--- config.mk ---
export PLATFORM = sky130hd
export DESIGN_NAME = vx_bypass_dram_sched
export DESIGN_NICKNAME = d
export VERILOG_FILES = /design/src/rtl/vx_bypass_dram_sched.sv
export SDC_FILE = /design/constraint.sdc
export NUM_CORES = 1
export LEC_CHECK = 0
export BUFFER_PORTS_ARGS = -buffer_cell sky130_fd_sc_hd__clkbuf_2
export CORE_AREA = 2 2 605 607
export CTS_BUF_LIST = sky130_fd_sc_hd__clkbuf_16
export DETAILED_ROUTE_END_ITERATION = 8
export DIE_AREA = 0 0 607 609
export PLACE_DENSITY = 0.31
export SETUP_SLACK_MARGIN = 0.02
export SYNTH_ARGS = -nofsm -noshare
export SYNTH_HDL_FRONTEND = slang
export SYNTH_SLANG_ARGS = --single-unit
--- constraint.sdc ---
create_clock -name clk -period 12.3 [get_ports clk]
set_input_delay 1.845 -clock clk [delete_from_list [all_inputs] [get_ports clk]]
set_output_delay 1.845 -clock clk [all_outputs]
set_load 0.05 [all_outputs]
--- src/rtl/vx_bypass_dram_sched.sv ---
// Uncached bypass scheduler: round-robin lane arbitration onto one DRAM port,
// outstanding-read tag table, response routing and flush drain. Optional perf counters: VX_BYPASS_PERF_EN.
module vx_bypass_dram_sched #(
  parameter int NUM_REQS        = 4,
  parameter int WORD_SIZE       = 4,
  parameter int CACHE_LINE_SIZE = 64,
  parameter int MSHR_SIZE       = 8,
  parameter int CORE_TAG_WIDTH  = 3,
  localparam int WOFF  = $clog2(CACHE_LINE_SIZE / WORD_SIZE),
  localparam int WAW   = 32 - $clog2(WORD_SIZE),
  localparam int DAW   = WAW - WOFF,
  localparam int DTW   = $clog2(MSHR_SIZE),
  localparam int WBITS = 8 * WORD_SIZE,
  localparam int LBITS = 8 * CACHE_LINE_SIZE
) (
  input  logic                               clk,
  input  logic                               reset,
`ifdef VX_BYPASS_PERF_EN
  output logic [31:0]                        perf_reads,
  output logic [31:0]                        perf_writes,
  output logic [31:0]                        perf_stalls,
`endif
  input  logic                               flush,
  output logic                               busy,
  input  logic [NUM_REQS-1:0]                core_req_valid,
  input  logic [NUM_REQS-1:0]                core_req_rw,
  input  logic [NUM_REQS*WAW-1:0]            core_req_addr,
  input  logic [NUM_REQS*WORD_SIZE-1:0]      core_req_byteen,
  input  logic [NUM_REQS*WBITS-1:0]          core_req_data,
  input  logic [NUM_REQS*CORE_TAG_WIDTH-1:0] core_req_tag,
  output logic [NUM_REQS-1:0]                core_req_ready,
  output logic [NUM_REQS-1:0]                core_rsp_valid,
  output logic [NUM_REQS*WBITS-1:0]          core_rsp_data,
  output logic [NUM_REQS*CORE_TAG_WIDTH-1:0] core_rsp_tag,
  input  logic [NUM_REQS-1:0]                core_rsp_ready,
  output logic                               dram_req_valid,
  output logic                               dram_req_rw,
  output logic [CACHE_LINE_SIZE-1:0]         dram_req_byteen,
  output logic [DAW-1:0]                     dram_req_addr,
  output logic [LBITS-1:0]                   dram_req_data,
  output logic [DTW-1:0]                     dram_req_tag,
  input  logic                               dram_req_ready,
  input  logic                               dram_rsp_valid,
  input  logic [LBITS-1:0]                   dram_rsp_data,
  input  logic [DTW-1:0]                     dram_rsp_tag,
  output logic                               dram_rsp_ready
);

  localparam int LW    = $clog2(NUM_REQS);
  localparam int WORDS = CACHE_LINE_SIZE / WORD_SIZE;

  typedef enum logic {ST_IDLE, ST_DRAIN} state_t;

  state_t                    state_q, state_d;
  logic [LW-1:0]             rr_ptr_q, rr_ptr_d;
  logic [MSHR_SIZE-1:0]      ent_vld_q, ent_vld_d;
  logic [LW-1:0]             ent_lane_q [MSHR_SIZE];
  logic [LW-1:0]             ent_lane_d [MSHR_SIZE];
  logic [CORE_TAG_WIDTH-1:0] ent_tag_q  [MSHR_SIZE];
  logic [CORE_TAG_WIDTH-1:0] ent_tag_d  [MSHR_SIZE];
  logic [WOFF-1:0]           ent_off_q  [MSHR_SIZE];
  logic [WOFF-1:0]           ent_off_d  [MSHR_SIZE];

  logic                      rsp_vld_q, rsp_vld_d;
  logic [LW-1:0]             rsp_lane_q, rsp_lane_d;
  logic [CORE_TAG_WIDTH-1:0] rsp_tag_q, rsp_tag_d;
  logic [DTW-1:0]            rsp_idx_q, rsp_idx_d;
  logic [WBITS-1:0]          rsp_data_q, rsp_data_d;

  logic [NUM_REQS-1:0]       elig;
  logic                      mshr_full;
  logic                      gnt_found;
  logic [LW-1:0]             gnt_idx, cand;
  logic [DTW-1:0]            free_idx;
  logic                      sel_rw;
  logic [WAW-1:0]            sel_addr;
  logic [WOFF-1:0]           sel_off;
  logic [WORD_SIZE-1:0]      sel_be;
  logic [WBITS-1:0]          sel_data;
  logic [CORE_TAG_WIDTH-1:0] sel_tag;
  logic                      issue, rsp_fire, core_hs;

  assign mshr_full = &ent_vld_q;

  // Arbitration: reads are ineligible while the table is full so writes can still pass.
  always_comb begin
    elig      = '0;
    gnt_found = 1'b0;
    gnt_idx   = '0;
    cand      = '0;
    for (int i = 0; i < NUM_REQS; i++)
      elig[i] = core_req_valid[i] & (core_req_rw[i] | ~mshr_full);
    for (int i = 1; i <= NUM_REQS; i++) begin
      cand = rr_ptr_q + LW'(i);
      if (!gnt_found && elig[cand]) begin
        gnt_found = 1'b1;
        gnt_idx   = cand;
      end
    end
  end

  always_comb begin
    free_idx = '0;
    for (int i = MSHR_SIZE - 1; i >= 0; i--)
      if (!ent_vld_q[i]) free_idx = DTW'(i);
  end

  always_comb begin
    sel_rw   = core_req_rw[gnt_idx];
    sel_addr = core_req_addr[32'(gnt_idx) * WAW +: WAW];
    sel_off  = sel_addr[WOFF-1:0];
    sel_be   = core_req_byteen[32'(gnt_idx) * WORD_SIZE +: WORD_SIZE];
    sel_data = core_req_data[32'(gnt_idx) * WBITS +: WBITS];
    sel_tag  = core_req_tag[32'(gnt_idx) * CORE_TAG_WIDTH +: CORE_TAG_WIDTH];
  end

  // A flush pulse suppresses issue in its own cycle, before the FSM reaches DRAIN.
  assign dram_req_valid  = (state_q == ST_IDLE) & ~flush & gnt_found;
  assign dram_req_rw     = sel_rw;
  assign dram_req_addr   = sel_addr[WAW-1:WOFF];
  assign dram_req_byteen = CACHE_LINE_SIZE'(sel_be) << (32'(sel_off) * WORD_SIZE);
  assign dram_req_data   = {WORDS{sel_data}};
  assign dram_req_tag    = sel_rw ? '0 : free_idx;
  assign issue           = dram_req_valid & dram_req_ready;
  assign core_req_ready  = issue ? (NUM_REQS'(1) << gnt_idx) : '0;

  assign dram_rsp_ready  = ~rsp_vld_q;
  assign rsp_fire        = dram_rsp_valid & ~rsp_vld_q;
  assign core_hs         = rsp_vld_q & core_rsp_ready[rsp_lane_q];
  assign core_rsp_valid  = rsp_vld_q ? (NUM_REQS'(1) << rsp_lane_q) : '0;
  assign core_rsp_data   = {NUM_REQS{rsp_data_q}};
  assign core_rsp_tag    = {NUM_REQS{rsp_tag_q}};
  assign busy            = (state_q == ST_DRAIN);

  always_comb begin
    rr_ptr_d   = issue ? gnt_idx : rr_ptr_q;
    ent_vld_d  = ent_vld_q;
    ent_lane_d = ent_lane_q;
    ent_tag_d  = ent_tag_q;
    ent_off_d  = ent_off_q;
    rsp_vld_d  = rsp_vld_q;
    rsp_lane_d = rsp_lane_q;
    rsp_tag_d  = rsp_tag_q;
    rsp_idx_d  = rsp_idx_q;
    rsp_data_d = rsp_data_q;
    if (issue && !sel_rw) begin
      ent_vld_d[free_idx]  = 1'b1;
      ent_lane_d[free_idx] = gnt_idx;
      ent_tag_d[free_idx]  = sel_tag;
      ent_off_d[free_idx]  = sel_off;
    end
    if (core_hs) begin
      ent_vld_d[rsp_idx_q] = 1'b0;
      rsp_vld_d            = 1'b0;
    end
    // Responses for entries that are not live (e.g. issued before a reset) are swallowed.
    if (rsp_fire && ent_vld_q[dram_rsp_tag]) begin
      rsp_vld_d  = 1'b1;
      rsp_lane_d = ent_lane_q[dram_rsp_tag];
      rsp_tag_d  = ent_tag_q[dram_rsp_tag];
      rsp_idx_d  = dram_rsp_tag;
      rsp_data_d = dram_rsp_data[32'(ent_off_q[dram_rsp_tag]) * WBITS +: WBITS];
    end
  end

  // Drain exit looks at next-state occupancy so busy drops right after the last handshake.
  always_comb begin
    state_d = state_q;
    case (state_q)
      ST_IDLE:  if (flush) state_d = ST_DRAIN;
      ST_DRAIN: if (ent_vld_d == '0 && !rsp_vld_d) state_d = ST_IDLE;
      default:  state_d = ST_IDLE;
    endcase
  end

  always_ff @(posedge clk) begin
    if (reset) begin
      state_q   <= ST_IDLE;
      rr_ptr_q  <= LW'(NUM_REQS - 1);
      ent_vld_q <= '0;
      rsp_vld_q <= 1'b0;
    end else begin
      state_q   <= state_d;
      rr_ptr_q  <= rr_ptr_d;
      ent_vld_q <= ent_vld_d;
      rsp_vld_q <= rsp_vld_d;
    end
  end

  always_ff @(posedge clk) begin
    ent_lane_q <= ent_lane_d;
    ent_tag_q  <= ent_tag_d;
    ent_off_q  <= ent_off_d;
    rsp_lane_q <= rsp_lane_d;
    rsp_tag_q  <= rsp_tag_d;
    rsp_idx_q  <= rsp_idx_d;
    rsp_data_q <= rsp_data_d;
  end

`ifdef VX_BYPASS_PERF_EN
  logic [31:0] perf_reads_q, perf_reads_d;
  logic [31:0] perf_writes_q, perf_writes_d;
  logic [31:0] perf_stalls_q, perf_stalls_d;

  always_comb begin
    perf_reads_d  = perf_reads_q  + 32'(issue & ~sel_rw);
    perf_writes_d = perf_writes_q + 32'(issue & sel_rw);
    perf_stalls_d = perf_stalls_q + 32'((|core_req_valid) & ~issue);
  end

  always_ff @(posedge clk) begin
    if (reset) begin
      perf_reads_q  <= '0;
      perf_writes_q <= '0;
      perf_stalls_q <= '0;
    end else begin
      perf_reads_q  <= perf_reads_d;
      perf_writes_q <= perf_writes_d;
      perf_stalls_q <= perf_stalls_d;
    end
  end

  assign perf_reads  = perf_reads_q;
  assign perf_writes = perf_writes_q;
  assign perf_stalls = perf_stalls_q;
`endif

endmodule

==> metrics <==
Post-Route Setup TNS 0 ns; routed vias/inst 2.47; vias in the first global route 18100; CP Launch Point core_req_rw[1]; Setup Viol. Count Final 0; worst-path fanout max 81; clk slew on worst S/H paths 0.06 ns; R2R Path End ent_off_q[25]; Finished Core Util 0.0741; DP Worst Slack 4.38 ns; grt ovf 0; Synth area leader buf_4; Worst Tran Pin Value 1.33 ns; fin. max-slew vios 0; synth unique cells between 50 and 60; Crit Path Category in2out; Peak VDD IR 0.238 mV; initial core utilization 0.0457; die area approximately 0.37 mm2; CP Capture Type output pin; Num CTS Buffers 25; setup bufs post-CTS 0; r2r setup slk 7.54 ns; maximum clock path buffer count 3; CP startpoint kind primary input; initial antenna violation count 102; final worst-path cycle share 0.651; CP endpoint dram_req_data[372]; CTS tree built; Synth Area in Adders 0; Worst-Skew Late Latency 0.53 ns; Final min period 8.00 ns; Max Cap Violations 0; reg2reg path depth 10; Synth Cell Area 0.0166 mm2; pwr dens 142 mW/mm2; Synth area leaders buf_4 28%, edfxtp_1 20%, nand2_1 9.6%, mux2i_1 8.5%, mux4_2 7.2%; CTS resizes 0; mux cell area share after synthesis 0.166; Rel. slew slack 0.113; Mapped Avg Cell Area 8.05 um2; commonest cells in the netlist 612 x buf_4, 426 x nand2_1, 142 x mux2i_1; unrepaired setup endpoints after global routing no; HPWL Detailed 131000 um; sequential share of the synthesized area 0.217; Final nets 3766; # IOs 1565; asr flop ratio synth 0; Leak between 10 and 15 nW; WHS 0.555 ns; final wirelength 154000 um; complex-gate fraction of the synthesized area 0.124; Main synth FF type edfxtp_1; number of DRC markers in iteration 0 1095; area delta synth->final 62.1%; Final Hold Vio Count 0; DRC 0; most frequent cell after synthesis buf_4; CTS Root Cell clkbuf_16; hold buffers post-CTS 0; Die Height 609 um; Die X 607 um; syn_nets 2874; Post-Synth XOR/XNOR Area 0; number of H-tree levels 4; global-route wire length before repair 187000 um; Pre-antenna DRT Iters 5; Synth Instances 2066; Ys Warns 0; layout cells sized above 1 0.596; Simple-Gate Fraction of Synth Area 0.181; Tot Pwr about 0.0038 W; Worst EP arrival 6.16 ns; area share of the leading cell type in the synthesized netlist 0.276; GRT Total Usage 0.0775; routed len/inst 19.7 um; Hold/Removal Path Class reg2reg; CP required 10.45 ns; status finished, final reports clean; Routability Congestion 0.859; Fillers 43000; largest net degree at the start of global routing 130; clk_skew 0.0363 ns; final worst slack about 4.3 ns; Post-synth EDFFs 112; clock sinks 124; multi-input logic area roughly 0.0083 mm2; reg-to-reg startpoint ent_vld_q[2]; Core ar. 0.364 mm2; number of core rows roughly 220; Post-DRT Antenna Nets 0; combinational family with the most area after synthesis buffers and inverters; sequential cell area 0.00360 mm2; f_max 125 MHz; I/O Buffers 1564; Vias 19300; #FFs+latches synth 124
-- registers in the layout (all words and copies together) (netlist names), 2 cells and up --
register,cells
rsp_tag_q,3
ent_tag_q,24
rsp_data_q,32
ent_lane_q,16
rsp_idx_q,3
ent_off_q,32
rr_ptr_q,2
rsp_lane_q,2
ent_vld_q,8
-- critical path, cell delays in order --
cell and delay, ns:
clkbuf_2 0.10, o31ai_2 0.45, o32ai_1 0.16, or3_4 0.55, clkinv_8 0.32, buf_4 0.70
nand2_1 0.10, and3_1 0.21, a31oi_2 1.00, clkbuf_2 0.45
-- report_power, final --
group | switching (W) | leakage [nW] | internal (W)
combinational | 0.00214 | 10.2 | 0.000533
sequential | 0.00000371 | 1.11 | 0.000477
clock | 0.000306 | 0.331 | 0.000363
-- how the worst min path moves through the flow --
| stage | from | end | slack (ns) | cells after the start |
|---|---|---|---|---|
| after floorplan | rr_ptr_q[0] | rr_ptr_q[0] | 0.51 | 2 |
| final | rr_ptr_q[0] | rr_ptr_q[0] | 0.55 | 2 |
| after CTS | rr_ptr_q[0] | rr_ptr_q[0] | 0.55 | 2 |
| after global placement | rr_ptr_q[0] | rr_ptr_q[0] | 0.54 | 2 |
| after global routing | rr_ptr_q[0] | rr_ptr_q[0] | 0.59 | 2 |
| after detailed placement | rr_ptr_q[0] | rr_ptr_q[0] | 0.54 | 2 |
-- logic make-up (layout without fill, tap and decap cells) --
group / count (synthesis) / count (layout)
buffers and inverters: 755 / 1653
AND/OR/NAND/NOR: 685 / 685
AO/OA/AOI/OAI: 295 / 295
multiplexers: 207 / 207
flip-flops: 124 / 124
other: 0 / 22
-- cell usage in the layout, fill, tap and decap left out, types with 2 or more instances in the layout --
| master | Yosys | final |
|---|---|---|
| a211oi_1 | 96 | 96 |
| a21oi_1 | 38 | 38 |
| a22oi_1 | 2 | 2 |
| a311oi_1 | 33 | 26 |
| a311oi_2 | 0 | 7 |
| a31oi_1 | 95 | 61 |
| a31oi_2 | 0 | 19 |
| a31oi_4 | 0 | 15 |
| and2_1 | 64 | 64 |
| and3_1 | 72 | 71 |
| buf_12 | 0 | 4 |
| buf_4 | 612 | 40 |
| clkbuf_16 | 0 | 25 |
| clkbuf_2 | 0 | 1564 |
| clkinv_1 | 0 | 5 |
| clkinv_2 | 1 | 3 |
| dfxtp_1 | 12 | 12 |
| diode_2 | 0 | 22 |
| edfxtp_1 | 112 | 112 |
| inv_1 | 6 | 7 |
| inv_2 | 4 | 4 |
| mux2_2 | 11 | 10 |
| mux2i_1 | 142 | 138 |
| mux2i_4 | 0 | 4 |
| mux4_2 | 53 | 53 |
| nand2_1 | 426 | 426 |
| nand3_1 | 8 | 8 |
| nand4_4 | 2 | 2 |
| nor2_1 | 89 | 89 |
| nor2_2 | 4 | 4 |
| nor3_1 | 11 | 11 |
| o21ai_0 | 4 | 4 |
| o21ai_1 | 4 | 3 |
| o31a_1 | 5 | 5 |
| o31ai_1 | 2 | 2 |
| o31ai_2 | 2 | 2 |
-- per-layer routing --
layer | up-vias | wire (um) | GRT usage
met5 | - | 169 | 0
met2 | 1303 | 82000 | 0.150
li1 | 8400 | - | -
met1 | 9226 | 51800 | 0.0762
met4 | 24 | 9610 | 0.0409
met3 | 314 | 10500 | 0.0160
-- final cells by class --
| cell class | count | share of cell area |
|---|---|---|
| Antenna cell | 22 | 0.00204 |
| Inverter | 12 | 0.00223 |
| Tap cell | 4816 | 0.224 |
| Multi-Input combinational cell | 1187 | 0.310 |
| Timing Repair Buffer | 1608 | 0.305 |
| Sequential cell | 124 | 0.134 |
| Clock inverter | 8 | 0.00116 |
| Clock buffer | 25 | 0.0232 |
-- metrics by stage --
stage | instances | cell area (um2)
after floorplan | 2066 | 16600
after global placement | 7747 | 26200
after detailed placement | 7747 | 26200
after CTS | 7780 | 26900
after global routing | 7792 | 26900
final | 7802 | 27000
No activity file was read; power rests on OpenSTA's default activity.
